===== src/rtl/usb_device_attach_pkg.sv =====
// Shared speed and linestate encodings for the USB device attach controller.
package usb_device_attach_pkg;

  typedef logic [1:0] usb_speed_t;

  localparam usb_speed_t USB_SPEED_AUTO = 2'b00;
  localparam usb_speed_t USB_SPEED_LS   = 2'b01;
  localparam usb_speed_t USB_SPEED_FS   = 2'b10;
  localparam usb_speed_t USB_SPEED_HS   = 2'b11;

  // Linestate as {fe_linestate1, fe_linestate0}
  localparam logic [1:0] LINESTATE_SE0 = 2'b00;
  localparam logic [1:0] LINESTATE_J   = 2'b01;
  localparam logic [1:0] LINESTATE_K   = 2'b10;

  // Anything the build cannot honour (AUTO, or HS without the chirp path) settles at FS.
  function automatic usb_speed_t resolve_target(input usb_speed_t req, input logic hs_en);
    if (req == USB_SPEED_LS) return USB_SPEED_LS;
    if (req == USB_SPEED_HS && hs_en) return USB_SPEED_HS;
    return USB_SPEED_FS;
  endfunction

endpackage


===== src/rtl/usb_chirp_counter.sv =====
// Host chirp detector: counts alternating K/J tokens of at least kj_min+1 cycles.
// Held cleared whenever enable is low; hs_ok flags the cycle the sixth token completes.
module usb_chirp_counter
  import usb_device_attach_pkg::*;
#(
  parameter int pCOUNTER_WIDTH = 24
) (
  input  logic                      fe_clk,
  input  logic                      reset_n,
  input  logic                      enable,
  input  logic [1:0]                linestate,
  input  logic [pCOUNTER_WIDTH-1:0] kj_min,
  output logic                      hs_ok
);

  logic [pCOUNTER_WIDTH-1:0] tok_timer;
  logic [2:0]                tok_count;
  logic                      expect_j;
  logic [1:0]                expected;
  logic                      tok_hit;

  assign expected = expect_j ? LINESTATE_J : LINESTATE_K;
  assign tok_hit  = enable && (linestate == expected) && (tok_timer == kj_min);
  assign hs_ok    = tok_hit && (tok_count == 3'd5);

  // SE0 or the wrong symbol only restarts the current token; completed tokens are kept.
  always_ff @(posedge fe_clk) begin
    if (!reset_n || !enable) begin
      tok_timer <= '0;
      tok_count <= 3'd0;
      expect_j  <= 1'b0;
    end else if (tok_hit) begin
      tok_timer <= '0;
      tok_count <= tok_count + 3'd1;
      expect_j  <= ~expect_j;
    end else if (linestate == expected) begin
      tok_timer <= tok_timer + pCOUNTER_WIDTH'(1);
    end else begin
      tok_timer <= '0;
    end
  end

endmodule


===== src/rtl/usb_device_attach.sv =====
// Device-side USB attach and high-speed detection handshake controller.
// Define USB_ATTACH_HS_EN to build the chirp path; without it HS targets settle at FS.
module usb_device_attach
  import usb_device_attach_pkg::*;
#(
  parameter int pCOUNTER_WIDTH = 24
) (
  input  logic                      fe_clk,
  input  logic                      reset_n,
  input  logic                      fe_linestate0,
  input  logic                      fe_linestate1,
  input  logic                      I_start,
  input  logic                      I_disconnect,
  input  logic [1:0]                I_target_speed,
  input  logic [pCOUNTER_WIDTH-1:0] I_reset_time,
  input  logic [pCOUNTER_WIDTH-1:0] I_chirp_time,
  input  logic [pCOUNTER_WIDTH-1:0] I_chirp_timeout,
  input  logic [pCOUNTER_WIDTH-1:0] I_kj_min,
  output logic                      O_pullup_en,
  output logic                      O_pullup_sel,
  output logic                      O_tx_chirp_k,
  output logic                      O_hs_term,
  output logic [1:0]                O_speed,
  output logic                      O_busy,
  output logic                      O_done
);

  localparam logic [2:0] ST_IDLE       = 3'd0;
  localparam logic [2:0] ST_ATTACH     = 3'd1;
  localparam logic [2:0] ST_CHIRP_K    = 3'd2;
  localparam logic [2:0] ST_WAIT_CHIRP = 3'd3;
  localparam logic [2:0] ST_DONE       = 3'd4;

`ifdef USB_ATTACH_HS_EN
  localparam logic HS_EN = 1'b1;
`else
  localparam logic HS_EN = 1'b0;
`endif

  logic [2:0]                state, state_nxt;
  logic [pCOUNTER_WIDTH-1:0] timer, timer_nxt;
  logic [pCOUNTER_WIDTH-1:0] reset_time_q;
  usb_speed_t                tgt_q, tgt_nxt, speed_nxt;
  logic [1:0]                linestate;
  logic                      start_ok;
  logic                      pullup_en_nxt, pullup_sel_nxt, chirp_k_nxt, hs_term_nxt;
  logic                      busy_nxt, done_nxt;

  assign linestate = {fe_linestate1, fe_linestate0};
  assign start_ok  = (state == ST_IDLE) && I_start && !I_disconnect;
  assign tgt_nxt   = start_ok ? resolve_target(I_target_speed, HS_EN) : tgt_q;

  always_ff @(posedge fe_clk) begin
    if (start_ok) begin
      reset_time_q <= I_reset_time;
      tgt_q        <= resolve_target(I_target_speed, HS_EN);
    end
  end

`ifdef USB_ATTACH_HS_EN
  logic [pCOUNTER_WIDTH-1:0] chirp_time_q, chirp_timeout_q, kj_min_q;
  logic                      hs_ok;

  always_ff @(posedge fe_clk) begin
    if (start_ok) begin
      chirp_time_q    <= I_chirp_time;
      chirp_timeout_q <= I_chirp_timeout;
      kj_min_q        <= I_kj_min;
    end
  end

  usb_chirp_counter #(
    .pCOUNTER_WIDTH(pCOUNTER_WIDTH)
  ) u_chirp_counter (
    .fe_clk    (fe_clk),
    .reset_n   (reset_n),
    .enable    (state == ST_WAIT_CHIRP),
    .linestate (linestate),
    .kj_min    (kj_min_q),
    .hs_ok     (hs_ok)
  );
`else
  logic unused_hs_inputs;
  assign unused_hs_inputs = ^{I_chirp_time, I_chirp_timeout, I_kj_min};
`endif

  // Timers start at zero on state entry and advance only while the state holds.
  always_comb begin
    state_nxt = state;
    speed_nxt = O_speed;
    timer_nxt = '0;
    case (state)
      ST_IDLE: begin
        if (I_start) state_nxt = ST_ATTACH;
      end
      ST_ATTACH: begin
        if (linestate == LINESTATE_SE0) begin
          if (timer == reset_time_q) begin
            state_nxt = ST_DONE;
            speed_nxt = tgt_q;
`ifdef USB_ATTACH_HS_EN
            if (tgt_q == USB_SPEED_HS) state_nxt = ST_CHIRP_K;
`endif
          end else begin
            timer_nxt = timer + pCOUNTER_WIDTH'(1);
          end
        end
      end
`ifdef USB_ATTACH_HS_EN
      ST_CHIRP_K: begin
        if (timer == chirp_time_q) state_nxt = ST_WAIT_CHIRP;
        else timer_nxt = timer + pCOUNTER_WIDTH'(1);
      end
      ST_WAIT_CHIRP: begin
        // A sixth token landing on the timeout cycle still counts as HS.
        if (hs_ok) begin
          state_nxt = ST_DONE;
          speed_nxt = USB_SPEED_HS;
        end else if (timer == chirp_timeout_q) begin
          state_nxt = ST_DONE;
          speed_nxt = USB_SPEED_FS;
        end else begin
          timer_nxt = timer + pCOUNTER_WIDTH'(1);
        end
      end
`endif
      ST_DONE: state_nxt = ST_DONE;
      default: state_nxt = ST_IDLE;
    endcase
    if (I_disconnect) state_nxt = ST_IDLE;
    if (state_nxt != ST_DONE) speed_nxt = USB_SPEED_AUTO;
  end

  always_comb begin
    busy_nxt       = state_nxt inside {ST_ATTACH, ST_CHIRP_K, ST_WAIT_CHIRP};
    done_nxt       = (state_nxt == ST_DONE);
    pullup_en_nxt  = busy_nxt || (done_nxt && speed_nxt != USB_SPEED_HS);
    pullup_sel_nxt = (state_nxt != ST_IDLE) && (tgt_nxt == USB_SPEED_LS);
`ifdef USB_ATTACH_HS_EN
    chirp_k_nxt    = (state_nxt == ST_CHIRP_K);
    hs_term_nxt    = done_nxt && (speed_nxt == USB_SPEED_HS);
`else
    chirp_k_nxt    = 1'b0;
    hs_term_nxt    = 1'b0;
`endif
  end

  // Outputs are registered from the next state so they change on the entry edge.
  always_ff @(posedge fe_clk) begin
    if (!reset_n) begin
      state        <= ST_IDLE;
      timer        <= '0;
      O_pullup_en  <= 1'b0;
      O_pullup_sel <= 1'b0;
      O_tx_chirp_k <= 1'b0;
      O_hs_term    <= 1'b0;
      O_busy       <= 1'b0;
      O_done       <= 1'b0;
      O_speed      <= USB_SPEED_AUTO;
    end else begin
      state        <= state_nxt;
      timer        <= timer_nxt;
      O_pullup_en  <= pullup_en_nxt;
      O_pullup_sel <= pullup_sel_nxt;
      O_tx_chirp_k <= chirp_k_nxt;
      O_hs_term    <= hs_term_nxt;
      O_busy       <= busy_nxt;
      O_done       <= done_nxt;
      O_speed      <= speed_nxt;
    end
  end

endmodule

===== config.mk =====
export PLATFORM = sky130hd
export DESIGN_NAME = usb_device_attach
export DESIGN_NICKNAME = d
export VERILOG_FILES = /design/src/rtl/usb_device_attach_pkg.sv /design/src/rtl/usb_chirp_counter.sv /design/src/rtl/usb_device_attach.sv
export SDC_FILE = /design/constraint.sdc
export NUM_CORES = 1
export LEC_CHECK = 0
export CAP_MARGIN = 30
export CORE_MARGIN = 3
export CORE_UTILIZATION = 35
export CTS_CLUSTER_DIAMETER = 30
export DETAILED_ROUTE_END_ITERATION = 12
export GPL_ROUTABILITY_DRIVEN = 0
export GPL_TIMING_DRIVEN = 1
export MAX_ROUTING_LAYER = met4
export PLACE_DENSITY = 0.7
export SYNTH_ARGS = -nofsm -noshare
export SYNTH_HDL_FRONTEND = slang
export SYNTH_SLANG_ARGS = --single-unit

===== constraint.sdc =====
create_clock -name fe_clk -period 9.9 [get_ports fe_clk]
set_input_delay 1.98 -clock fe_clk [delete_from_list [all_inputs] [get_ports fe_clk]]
set_output_delay 1.98 -clock fe_clk [all_outputs]
set_load 0.02 [all_outputs]

==> flow_metrics.tcl <==
set metrics [dict create \
    status "finished clean" \
    grt_remaining_overflow 0 \
    cap_viol_max_count 0 \
    tns_ps 0 \
    grt_pass1_vias 1690 \
    numPortBuffers 37 \
    critPathTopFamily "buffers and inverters" \
    cts_resized 0 \
    placed_cell_area_um2 2980 \
    viasPerCell 4.66 \
    routedWlPerCell_um 11.8 \
    end_kind "flip-flop" \
    synth_cells 228 \
    cts_buffers 9 \
    cts_root_buf "clkbuf_8" \
    hpwl_um 3190 \
    netlist_area_um2 2540 \
    cellLeakagePower_nw 1.08 \
    place_inst 356 \
    seq_area_um2 1440 \
    drt-initial-drc-count 76 \
    initial_utilization 0.368 \
    synth_seq_area_share 0.567 \
    die_h_um 91.2 \
    ys_ff_latch 59 \
    critPathKind "input pin to flip-flop" \
    crit_slowest_cell "nor3_2" \
    ys.flop_type "dfxtp_1" \
    synth.distinct_cells 32 \
    syn_area_per_cell_um2 11.1 \
    first_pass_iters 4 \
    grt_pass1_wl_um 7530 \
    min_path_cells 1 \
    fmax_mhz 272 \
    p_total_w 0.000499 \
    nNetsFinal 376 \
    htree_levels 3 \
    syn_to_final_growth_pct 25.4 \
    cts_hold_buffers 0 \
    yosys_warnings 0 \
    vias 1733 \
    final_cell_area_um2 3190 \
    drt-total-wl_um 4400 \
    synth-edff-count 26 \
    grt_start_max_net_pins 25 \
    crit_required_ps 10110 \
    n_antenna_cell 0 \
    ys_async_sr_fraction 0 \
    design.die.area_um2 8320 \
    finalSetupViolations 0 \
    post_cts_buffers 0 \
    hold_viol_final 0 \
    cp_max_fo 19 \
    clock-skew-final_ps 5.99 \
    cp-start-kind "input pin" \
    reg2reg_slack_ps 7540 \
    cpPeakStageDelay_ps 540 \
    cp_data_arrival_time_ps 3890 \
    maxSlewViolCount 0 \
    rr_worst_depth 5 \
    drc 0 \
    timing.final.crit_share 0.372 \
    cp.depth 6 \
    clk_pin_slew_ps 60 \
    num_rows 30 \
    power_density_nw_per_um2 157 \
    utilization 0.461 \
    track_usage 0.119 \
    clkSinkCount 59 \
    io_pins 112 \
    max_slew_margin 0.531 \
    worstMarginPinSlew_ps 700 \
    path_buf_inv 2 \
    n_fill_cell 657 \
    cts_tree "yes" \
    die_x_um 91.2 \
    antenna_found_initial 0 \
    finalNonFillerCells 372 \
    cp_cell_sequence "clkdlybuf4s50_1 > nand2_1 > nor3_2 > buf_4 > mux2i_1 > a2111oi_0" \
    multiInputGateArea_um2 1020 \
    clk_latency_ps 330 \
    fin_crit_ps 3680 \
    peakVddDrop_v 0.0000879 \
    rsz0062_at_grt "false" \
    ant_nets 0 \
    fp.coreArea_um2 6910 \
    min_path_type "flip-flop to flip-flop" \
    drive_gt1_frac 0.0797 \
    clock_path_buffers 2 \
]
[path summary, 6_finish.rpt]
| kind | from | endpoint |
|---|---|---|
| worst max register to register | timer[10]$_SDFF_PP0_ | timer[23]$_SDFF_PP0_ |
| worst min-delay path | timer[0]$_SDFF_PP0_ | timer[0]$_SDFF_PP0_ |
| worst min register to register | timer[0]$_SDFF_PP0_ | timer[0]$_SDFF_PP0_ |
| worst max-delay path | I_start | O_pullup_sel$_SDFF_PN0_ |
[flip-flops by register name, indices dropped and copies added (netlist names)]
name          flops
O_speed           2
O_pullup_en       1
O_pullup_sel      1
reset_time_q     24
O_done            1
state             3
O_busy            1
timer            24
tgt_q             2
[worst reg2reg max path: stages (launching register included)]
cell and delay [ps]:
dfxtp_1 370, xor2_1 180, nor4_1 580, nand4_2 330, o211ai_4 640, nor2_1 110
[final cells by class]
| cell class | instances | share of cell area |
|---|---|---|
| sequential | 59 | 0.452 |
| tap | 96 | 0.0377 |
| inverter | 7 | 0.00825 |
| clock inverter | 5 | 0.0161 |
| multi-input combinational | 156 | 0.319 |
| clock buffer | 11 | 0.0475 |
| timing repair buffer | 38 | 0.119 |
[metrics by stage]
stage,hold WS [ps],setup WS [ps]
global route,527,5980
global placement,448,5850
CTS,472,6200
finish,469,6220
detailed placement,458,5840
floorplan,435,5370
[cells by family (layout without fill, tap and decap cells)]
logic type	Yosys count	after routing	synth area share
buffers and inverters	15	61	0.0374
AND/OR/NAND/NOR	94	94	0.183
AO/OA/AOI/OAI	11	11	0.0438
other	1	3	0.00148
XOR/XNOR	46	46	0.159
flip-flops	59	59	0.567
adder cells (fa/ha/maj)	1	1	0.00492
multiplexers	1	1	0.00394
[synth_stat cells, types with 2 or more instances]
| master | count | area share |
|---|---|---|
| a32o_1 | 2 | 0.0079 |
| and2_1 | 3 | 0.0074 |
| and3_1 | 2 | 0.0049 |
| and4_1 | 3 | 0.010 |
| buf_4 | 2 | 0.0059 |
| buf_6 | 4 | 0.018 |
| dfxtp_1 | 33 | 0.26 |
| edfxtp_1 | 26 | 0.31 |
| inv_1 | 7 | 0.010 |
| nand2_1 | 12 | 0.018 |
| nand3_1 | 9 | 0.018 |
| nand4_1 | 4 | 0.0098 |
| nor2_1 | 35 | 0.052 |
| nor2b_1 | 2 | 0.0049 |
| nor3_1 | 13 | 0.026 |
| nor4_1 | 8 | 0.020 |
| o21ba_2 | 2 | 0.0079 |
| o31a_1 | 3 | 0.010 |
| xnor2_1 | 19 | 0.065 |
| xor2_1 | 27 | 0.093 |
[cell usage in the layout (no fill, tap or decap), types with 4 or more instances in the layout]
cell type,count
inv_1,7
edfxtp_1,26
clkdlybuf4s50_1,37
xor2_1,27
nand3_1,9
dfxtp_1,33
xnor2_1,19
nor3_1,12
nor2_1,35
clkbuf_8,11
nor4_1,8
nand4_1,4
nand2_1,12
[power breakdown]
group          switching [W]  internal [W]
Sequential        0.00000189      0.000258
Combinational     0.00000735     0.0000136
Clock              0.0000899      0.000128
[per-layer routing]
metal,vias to the layer above,track usage,wire [um]
met3,7,0.0348,238
met4,0,0.0678,93
met5,-,-,0
met2,43,0.179,2080
li1,868,-,-
met1,815,0.142,1990
Note: power is estimated with default switching activity, not from simulation.
